--- config.mk ---
export PLATFORM = sky130hd
export DESIGN_NAME = dac_tx_sequencer
export DESIGN_NICKNAME = d
export VERILOG_FILES = /design/src/rtl/dac_tx_seq_pkg.sv /design/src/rtl/dac_tx_ramp_gen.sv /design/src/rtl/dac_tx_sequencer.sv
export SDC_FILE = /design/constraint.sdc
export NUM_CORES = 1
export LEC_CHECK = 0
export BUFFER_PORTS_ARGS = -buffer_cell sky130_fd_sc_hd__buf_2
export CAP_MARGIN = 25
export CORE_ASPECT_RATIO = 0.8
export CORE_MARGIN = 2
export CORE_UTILIZATION = 40
export DETAILED_ROUTE_END_ITERATION = 16
export PLACE_DENSITY = 0.7
export SLEW_MARGIN = 10
export SYNTH_ARGS = -nofsm -noshare
export SYNTH_HDL_FRONTEND = slang
export SYNTH_SLANG_ARGS = --single-unit
--- constraint.sdc ---
create_clock -name clk1x -period 2.2 [get_ports clk1x]
set_input_delay 0.22 -clock clk1x [delete_from_list [all_inputs] [get_ports clk1x]]
set_output_delay 0.22 -clock clk1x [all_outputs]
set_load 0.01 [all_outputs]
--- src/rtl/dac_tx_seq_pkg.sv ---
// Shared types and widths for the clk1x DAC transmit sequencer.
package dac_tx_seq_pkg;

  localparam int unsigned SPC      = 4;
  localparam int unsigned SAMPLE_W = 16;
  localparam int unsigned DATA_W   = SPC * 2 * SAMPLE_W;
  localparam int unsigned FLUSH_W  = 8;

  typedef enum logic [1:0] {
    StIdle  = 2'd0,
    StPrime = 2'd1,
    StRun   = 2'd2,
    StFlush = 2'd3
  } seq_state_e;

endpackage

--- src/rtl/dac_tx_ramp_gen.sv ---
// Test-pattern ramp source for the DAC sequencer (used when DAC_TX_SEQ_RAMP_EN is defined).
// Lane k of beat n carries I = 4n+k and Q = ~I.
module dac_tx_ramp_gen
  import dac_tx_seq_pkg::*;
(
  input  logic              clk1x,
  input  logic              reset_n_1x,
  input  logic              clear,
  input  logic              advance,
  output logic [DATA_W-1:0] ramp_data
);

  logic [SAMPLE_W-1:0] base_q, base_d;
  logic [SAMPLE_W-1:0] lane_i;

  always_comb begin
    base_d = base_q;
    if (clear) begin
      base_d = '0;
    end else if (advance) begin
      base_d = base_q + SAMPLE_W'(SPC);
    end
  end

  always_ff @(posedge clk1x or negedge reset_n_1x) begin
    if (!reset_n_1x) begin
      base_q <= '0;
    end else begin
      base_q <= base_d;
    end
  end

  always_comb begin
    ramp_data = '0;
    lane_i    = '0;
    for (int k = 0; k < SPC; k++) begin
      lane_i = base_q + SAMPLE_W'(k);
      ramp_data[2*SAMPLE_W*k +: SAMPLE_W]            = lane_i;
      ramp_data[2*SAMPLE_W*k + SAMPLE_W +: SAMPLE_W] = ~lane_i;
    end
  end

endmodule

--- src/rtl/dac_tx_sequencer.sv ---
// clk1x sequencer feeding the 4x2 DAC gearbox: start/prime/run/flush with underrun fill.
// Optional build macro DAC_TX_SEQ_RAMP_EN adds pattern_sel and a ramp test source.
module dac_tx_sequencer
  import dac_tx_seq_pkg::*;
#(
  parameter int unsigned FLUSH_CYCLES = 4,
  parameter int unsigned CNT_W        = 16
) (
  input  logic              clk1x,
  input  logic              reset_n_1x,
  input  logic              start,
  input  logic              stop,
  input  logic              clear_count,
  input  logic [DATA_W-1:0] s_tdata,
  input  logic              s_tvalid,
  output logic              s_tready,
  output logic [DATA_W-1:0] gbx_data,
  output logic              gbx_valid,
  input  logic              gbx_ready,
`ifdef DAC_TX_SEQ_RAMP_EN
  input  logic              pattern_sel,
`endif
  output logic              underrun,
  output logic [CNT_W-1:0]  underrun_count,
  output logic [1:0]        state,
  output logic              running
);

  seq_state_e         state_q, state_d;
  logic [DATA_W-1:0]  data_q, data_d;
  logic               valid_q, valid_d;
  logic               underrun_q, underrun_d;
  logic [CNT_W-1:0]   cnt_q, cnt_d;
  logic [FLUSH_W-1:0] flush_q, flush_d;
  logic               cnt_inc, cnt_clr;
  logic               ramp_sel;
  logic [DATA_W-1:0]  ramp_data;

`ifdef DAC_TX_SEQ_RAMP_EN
  logic ramp_clear, ramp_advance;

  assign ramp_sel     = pattern_sel;
  // Ramp restarts from sample 0 each time RUN is entered.
  assign ramp_clear   = (state_q == StPrime) && !stop && s_tvalid;
  assign ramp_advance = (state_q == StRun) && gbx_ready && pattern_sel;

  dac_tx_ramp_gen u_ramp_gen (
    .clk1x      (clk1x),
    .reset_n_1x (reset_n_1x),
    .clear      (ramp_clear),
    .advance    (ramp_advance),
    .ramp_data  (ramp_data)
  );
`else
  assign ramp_sel  = 1'b0;
  assign ramp_data = '0;
`endif

  always_comb begin
    s_tready = 1'b0;
    unique case (state_q)
      StPrime: s_tready = 1'b1;
      StRun:   s_tready = gbx_ready & ~ramp_sel;
      default: s_tready = 1'b0;
    endcase
  end

  always_comb begin
    state_d    = state_q;
    data_d     = data_q;
    valid_d    = valid_q;
    underrun_d = 1'b0;
    flush_d    = flush_q;
    cnt_inc    = 1'b0;
    cnt_clr    = clear_count;

    unique case (state_q)
      StIdle: begin
        valid_d = 1'b0;
        data_d  = '0;
        if (start && !stop) begin
          state_d = StPrime;
          cnt_clr = 1'b1;
        end
      end
      StPrime: begin
        if (stop) begin
          state_d = StIdle;
        end else if (s_tvalid) begin
          data_d  = s_tdata;
          valid_d = 1'b1;
          state_d = StRun;
        end
      end
      StRun: begin
        // Output register only advances once the gearbox has taken the current beat.
        if (gbx_ready) begin
          valid_d = 1'b1;
          if (ramp_sel) begin
            data_d = ramp_data;
          end else if (s_tvalid) begin
            data_d = s_tdata;
          end else begin
            data_d     = '0;
            underrun_d = 1'b1;
            cnt_inc    = 1'b1;
          end
        end
        if (stop) begin
          state_d = StFlush;
          flush_d = FLUSH_W'(FLUSH_CYCLES);
        end
      end
      StFlush: begin
        if (gbx_ready) begin
          data_d = '0;
          if (flush_q != '0) begin
            valid_d = 1'b1;
            flush_d = flush_q - FLUSH_W'(1);
          end else begin
            valid_d = 1'b0;
            state_d = StIdle;
          end
        end
      end
      default: state_d = StIdle;
    endcase

    if (cnt_clr) begin
      cnt_d = '0;
    end else if (cnt_inc && (cnt_q != '1)) begin
      cnt_d = cnt_q + CNT_W'(1);
    end else begin
      cnt_d = cnt_q;
    end
  end

  always_ff @(posedge clk1x or negedge reset_n_1x) begin
    if (!reset_n_1x) begin
      state_q    <= StIdle;
      data_q     <= '0;
      valid_q    <= 1'b0;
      underrun_q <= 1'b0;
      cnt_q      <= '0;
      flush_q    <= '0;
    end else begin
      state_q    <= state_d;
      data_q     <= data_d;
      valid_q    <= valid_d;
      underrun_q <= underrun_d;
      cnt_q      <= cnt_d;
      flush_q    <= flush_d;
    end
  end

  assign gbx_data       = data_q;
  assign gbx_valid      = valid_q;
  assign underrun       = underrun_q;
  assign underrun_count = cnt_q;
  assign state          = state_q;
  assign running        = (state_q == StRun);

endmodule

==> results of run 1 <==
## final timing paths
path,start,endpoint,slack (ns),cells past startpoint
worst max-delay path,state[0],gbx_data[81],0.17,8
worst min-delay path,s_tdata[74],gbx_data[74],0.02,2
worst max register to register,state[0],gbx_data[81],0.17,8
worst min register to register,gbx_valid,gbx_valid,0.49,2
max in group asynchronous,reset_n_1x,gbx_data[33],1.07,3
min in group asynchronous,reset_n_1x,gbx_data[73],0.36,2
## logic make-up after synthesis
group	count (synthesis)	synth area share [%]
simple gates	87	8.24
flops	156	63.3
compound gates	173	22.8
fa+ha+maj	8	1.62
mux	7	1.16
buf+inv	41	2.84
## synthesized netlist by cell type (8+ instances only)
| master | number | area (um2) |
|---|---|---|
| clkbuf_1 | 12 | 45.0 |
| ha_1 | 8 | 100 |
| buf_2 | 17 | 85.1 |
| a21oi_1 | 18 | 90.1 |
| dfrtp_1 | 156 | 3900 |
| nand4_1 | 8 | 50.1 |
| nand3_1 | 8 | 40.0 |
| nand2_1 | 14 | 52.6 |
| a22o_1 | 128 | 1120 |
| o31ai_1 | 9 | 67.6 |
| or4_1 | 9 | 67.6 |
## area by class of cell
type / count / area share (%)
sequential: 156 / 44.7
inverter: 8 / 0.344
tap: 210 / 3.01
clock inverter: 15 / 1.48
timing repair buffer: 325 / 21.2
clock buffer: 17 / 4.88
multi-input combinational: 275 / 24.4
## cells in the final DEF, fill, tap and decap left out, drive strengths merged, types with 2 or more instances in the layout
cell           n
a21oi         18
a22o         128
and2           3
and3           6
buf          300
clkbuf        17
clkinvlp       5
dfrtp        156
dlygate4sd3   25
ha             8
inv           17
mux2i          6
nand2         14
nand2b         7
nand3          8
nand4          9
nor2           6
nor3           7
nor3b          2
nor4           3
o21a           3
o21ai          6
o2bb2ai        3
o31ai          9
o41ai          2
or2            3
or3            6
or4            9
## registers in the layout, indices dropped and copies added, names as in the netlist, named ones only
register,cells
underrun_count,16
state,1
gbx_valid,1
gbx_data,128
underrun,1
flush_q,8
## per-layer routing
| layer | wire, um | up-vias | global-route usage [%] |
|---|---|---|---|
| li1 | - | 2435 | - |
| met1 | 7210 | 2529 | 25.3 |
| met2 | 7730 | 210 | 30.6 |
| met3 | 1090 | 23 | 5.04 |
| met4 | 274 | 0 | 7.66 |
| met5 | 0 | - | 0 |
## per-stage QoR
step                area, um2  power [W]  util [%]  setup WS (ns)  hold WS (ns)
floorplan                6170    0.00726         -          0.128       -0.0756
global placement         7880    0.00896      52.3          0.246         0.246
detailed placement       7880    0.00912      52.3          0.143         0.258
CTS                      8680     0.0120      57.6          0.123     0.0000902
global route             8730     0.0126      57.9       -0.00466      0.000901
finish                   8730     0.0119      57.9          0.167        0.0181
## power by group through the flow
| stage | logic [W] | clock network, W | registers (W) |
|---|---|---|---|
| detailed placement | 0.00468 | 0 | 0.00445 |
| global placement | 0.00452 | 0 | 0.00444 |
| CTS | 0.00470 | 0.00283 | 0.00443 |
| global route | 0.00511 | 0.00297 | 0.00456 |
| floorplan | 0.00240 | 0 | 0.00486 |
| finish | 0.00471 | 0.00275 | 0.00444 |
## what timing repair did
item / CTS / global route
hold buffers: 24 / 1
hold endpoints to repair: 85 / 1
gates resized for setup: 0 / 3
endpoints found under the setup margin: 0 / 55
buffers inserted: 0 / 3
==> metrics.cfg, run 1 <==
[global_routing]
grt_max_degree = 131
grt_pass1_wl_um = 25000
antenna_found_initial = 0
first_global_vias = 5013
gr-total-overflow = 0
grt_usage_pct = 19.2

[worst_setup_path]
cp_max_fo = 47
path_cells = inv_2, ha_1, nor2_1, o2bb2ai_4, nor3b_4, buf_4, buf_12, a22o_1
start_kind = register
cpPeakStageDelay_ns = 0.43
critPathBufInv = 3
critPathSlowestCell = dfrtp_1
arrival_ns = 2.38
cp-end-kind = register
cpLargestDelayFamily = buffers and inverters
crit_type = register to register
required_ns = 2.55

[clocking]
numCtsBuffers = 17
htree_levels = 4
clk_pin_slew_ns = 0.07
cts_buffer_depth = 2
cts_num_sinks = 156
cts_tree = built
clkLatencyLatePin_ns = 0.41
cts-root-buf = clkbuf_16

[routing]
vias_per_cell = 5.17
wl_per_cell_um = 16.2
final_antenna_net_count = 0
drc_errors = 0
routed_wl_um = 16300
first_iter_violations = 273
first_pass_iters = 6
vias = 5197

[worst_hold_path]
hold_class = input port to register

[synth]
avgSynthCellArea_um2 = 13.1
synth_nets = 615
synth_area_mm2 = 0.00617
yosys_most_used_dff = dfrtp_1
ys_seq_area_share_pct = 63.3
netlist_instances = 472
synth_edf_count = 0
ys_seq_elements = 156
async_reset_ff_share_pct = 100
yosysWarnings = 0
yosysUniqueCellTypes = 40

[power]
clockPowerShare_pct = 23.1
p_int_w = 0.00741
vdd_drop_max_v = 0.000757
seqPwrFrac_pct = 37.3
leakage_nw = 4.69
power.density_mw_per_mm2 = 1360
swShare_pct = 37.7
power_frac_comb_pct = 39.6
p_switching_w = 0.00449

[finish]
stdcell_count = 1006
multi_input_area_mm2 = 0.00213
area_delta_synth_final_pct = 41.5
seqCellArea_mm2 = 0.00390
drive_gt1_share_pct = 42.8
diodes = 0
layout.nets = 926
fillCellCount = 1261

[floorplanning]
dieArea_mm2 = 0.0164
ioPinCount = 285
fp-row-count = 40
chipHeight_um = 115
core_mm2 = 0.0151
start_util_pct = 40.9
fp.dieW_um = 143

[placement]
hpwl_um = 11100
dp_cells = 946
gp_congestion = 0.830
io_buffers = 284

[timing]
finalHoldViolations = 0
fin_crit_sh_pct = 92.4
max-slew-margin-rel_pct = 55.0
skew_ns = 0.0147
period_needed_ns = 2.03
max_slew.worst_pin.slew_ns = 0.675
fmax_mhz = 492
finalSetupViolations = 0
slew_viol_final = 0
fin_setup_tns_ns = 0

[status]
status = complete, no violations

[flow_run]
drv_cap = 0

Power figures use the tool's default switching activity.
==> inputs of run 2 (changes only) <==
- CORE_ASPECT_RATIO: 0.8 -> not set
- SETUP_SLACK_MARGIN: not set -> 0.3
==> metrics.cfg, run 2 (synthesis gave the netlist of run 1 again) <==
[worst_setup_path]
crit_type = register to register
cp-end-kind = register
cp_max_fo = 8  ; -83%
arrival_ns = 2.20  ; -0.18 ns
required_ns = 2.56  ; about the same
start_kind = register

[floorplanning]
ioPinCount = 285  ; unchanged
start_util_pct = 40.7  ; -0.22 points
fp.dieW_um = 128  ; -10%
core_mm2 = 0.0151  ; +0.54%
fp-row-count = 45  ; +13%
dieArea_mm2 = 0.0164  ; about the same
chipHeight_um = 128  ; +11%

[routing]
vias_per_cell = 5.40  ; +4.4%
wl_per_cell_um = 18.5  ; +14%
routed_wl_um = 19000  ; +17%
final_antenna_net_count = 0  ; unchanged
vias = 5536  ; +6.5%
first_pass_iters = 4  ; -2
first_iter_violations = 267  ; -2.2%
drc_errors = 0  ; unchanged

[timing]
fmax_mhz = 541  ; +10%
fin_crit_sh_pct = 84.0  ; -8.4 points
max_slew.worst_pin.slew_ns = 0.711  ; +0.0356 ns
max-slew-margin-rel_pct = 52.3  ; -2.7 points
fin_setup_tns_ns = 0  ; unchanged
finalHoldViolations = 0  ; unchanged
slew_viol_final = 0  ; unchanged
period_needed_ns = 1.85  ; -0.185 ns
finalSetupViolations = 0  ; unchanged
skew_ns = 0.0113  ; -0.00338 ns
rsz0062_at_grt = true

[placement]
io_buffers = 284  ; unchanged
gp_congestion = 0.835  ; +0.60%
hpwl_um = 12400  ; +12%
placed_cell_area_mm2 = 0.00790  ; +0.16%

[power]
leakage_nw = 4.91  ; +4.7%
vdd_drop_max_v = 0.000728  ; -3.9%
power.density_mw_per_mm2 = 1380  ; +1.1%

[global_routing]
antenna_found_initial = 3  ; +3
gr-total-overflow = 0  ; unchanged
grt_pass1_wl_um = 28500  ; +14%
grt_usage_pct = 22.2  ; +3.0 points
grt_max_degree = 131  ; unchanged
first_global_vias = 5567  ; +11%

[clocking]
clkLatencyLatePin_ns = 0.43  ; +0.02 ns
numCtsBuffers = 17  ; unchanged
cts-root-buf = clkbuf_16
cts_num_sinks = 156  ; unchanged
clk_pin_slew_ns = 0.07  ; about the same
htree_levels = 4  ; unchanged
cts_tree = built
cts_buffer_depth = 2  ; unchanged

[worst_hold_path]
hold_class = input port to register

[status]
status = complete, no violations

[flow_run]
drv_cap = 0  ; unchanged

[finish]
drive_gt1_share_pct = 44.2  ; +1.4 points
largest_reg_flops = 128  ; unchanged
final_cell_mix = buf_2, dfrtp_1, a22o_1, dlygate4sd3_1, buf_4
layout_commonest_cell = buf_2
fin_area_mm2 = 0.00921  ; +5.5%
fillCellCount = 1201  ; -4.8%
layout.nets = 965  ; +4.2%
area_delta_synth_final_pct = 49.3

## run 2: changes by cell type in the layout (fill, tap and decap cells not counted), moves of 3 or more
cell / delta
buf_6: +4
diode_2: +3
buf_4: +8
dlygate4sd3_1: +26
ha_1: -3
## run 2: routing by layer
layer	share of wire, %	track usage, %	vias to the layer above
li1	-	-	2510
met1	40	26.8	2744
met2	50	36.4	250
met3	7.6	7.76	32
met4	2.2	9.37	0
met5	0	0	-
## run 2: worst max-delay path, stage by stage (launching register included)
cell	delay [ns]
dfrtp_2	0.44
inv_4	0.09
ha_4	0.17
nand3b_1	0.13
inv_2	0.15
nand4_4	0.15
or4_4	0.51
a21oi_2	0.13
## run 2: power breakdown
part | leakage (nW) | switching (W) | total [W] | internal (W)
clock network | 0.277 | 0.00125 | 0.00286 | 0.00161
registers | 2.12 | 0.000643 | 0.00451 | 0.00387
logic | 2.51 | 0.00291 | 0.00531 | 0.00240
total | 4.91 | 0.00480 | 0.0127 | 0.00788
## run 2: through the flow
step	hold slack, ns	total power (W)	cells	util [%]	worst slack, ns
after global placement	0.218	0.00910	926	52.1	0.231
after detailed placement	0.233	0.00930	926	52.1	0.146
final	0.0117	0.0127	1026	60.8	0.352
after floorplan	-0.0756	0.00729	472	-	0.301
after CTS	0.0000553	0.0125	1014	59.8	0.255
after global routing	-0.000153	0.0134	1026	60.8	0.259
## run 2: repair_timing
action / CTS / global route
gates cloned: 1 / 1
setup buffers: 7 / 5
setup endpoints to repair: 124 / 142
hold buffers: 48 / 3
pin swaps: 1 / 6
endpoints found under the hold margin: 104 / 3
gates resized for setup: 5 / 18
## run 2: path summary, 6_finish.rpt
kind / startpoint / endpoint / slack [ns] / depth (start not counted)
max: state[0] / underrun_count[11] / 0.35 / 7
max in group asynchronous: reset_n_1x / gbx_data[118] / 1.11 / 3
max reg2reg: state[0] / underrun_count[11] / 0.35 / 7
min: s_tdata[25] / gbx_data[25] / 0.01 / 2
min in group asynchronous: reset_n_1x / gbx_data[52] / 0.32 / 2
min reg2reg: gbx_data[72] / gbx_data[72] / 0.50 / 1
## run 2: area by class of cell
cell class / instances / area [um2] / area share [%]
antenna: 3 / 7.51 / 0.0815
clock buffer: 18 / 439 / 4.77
clock inverter: 14 / 134 / 1.45
inverter: 8 / 32.5 / 0.353
multi-input combinational: 275 / 2210 / 24.0
sequential: 156 / 3910 / 42.4
tap: 188 / 235 / 2.56
timing repair buffer: 364 / 2250 / 24.4
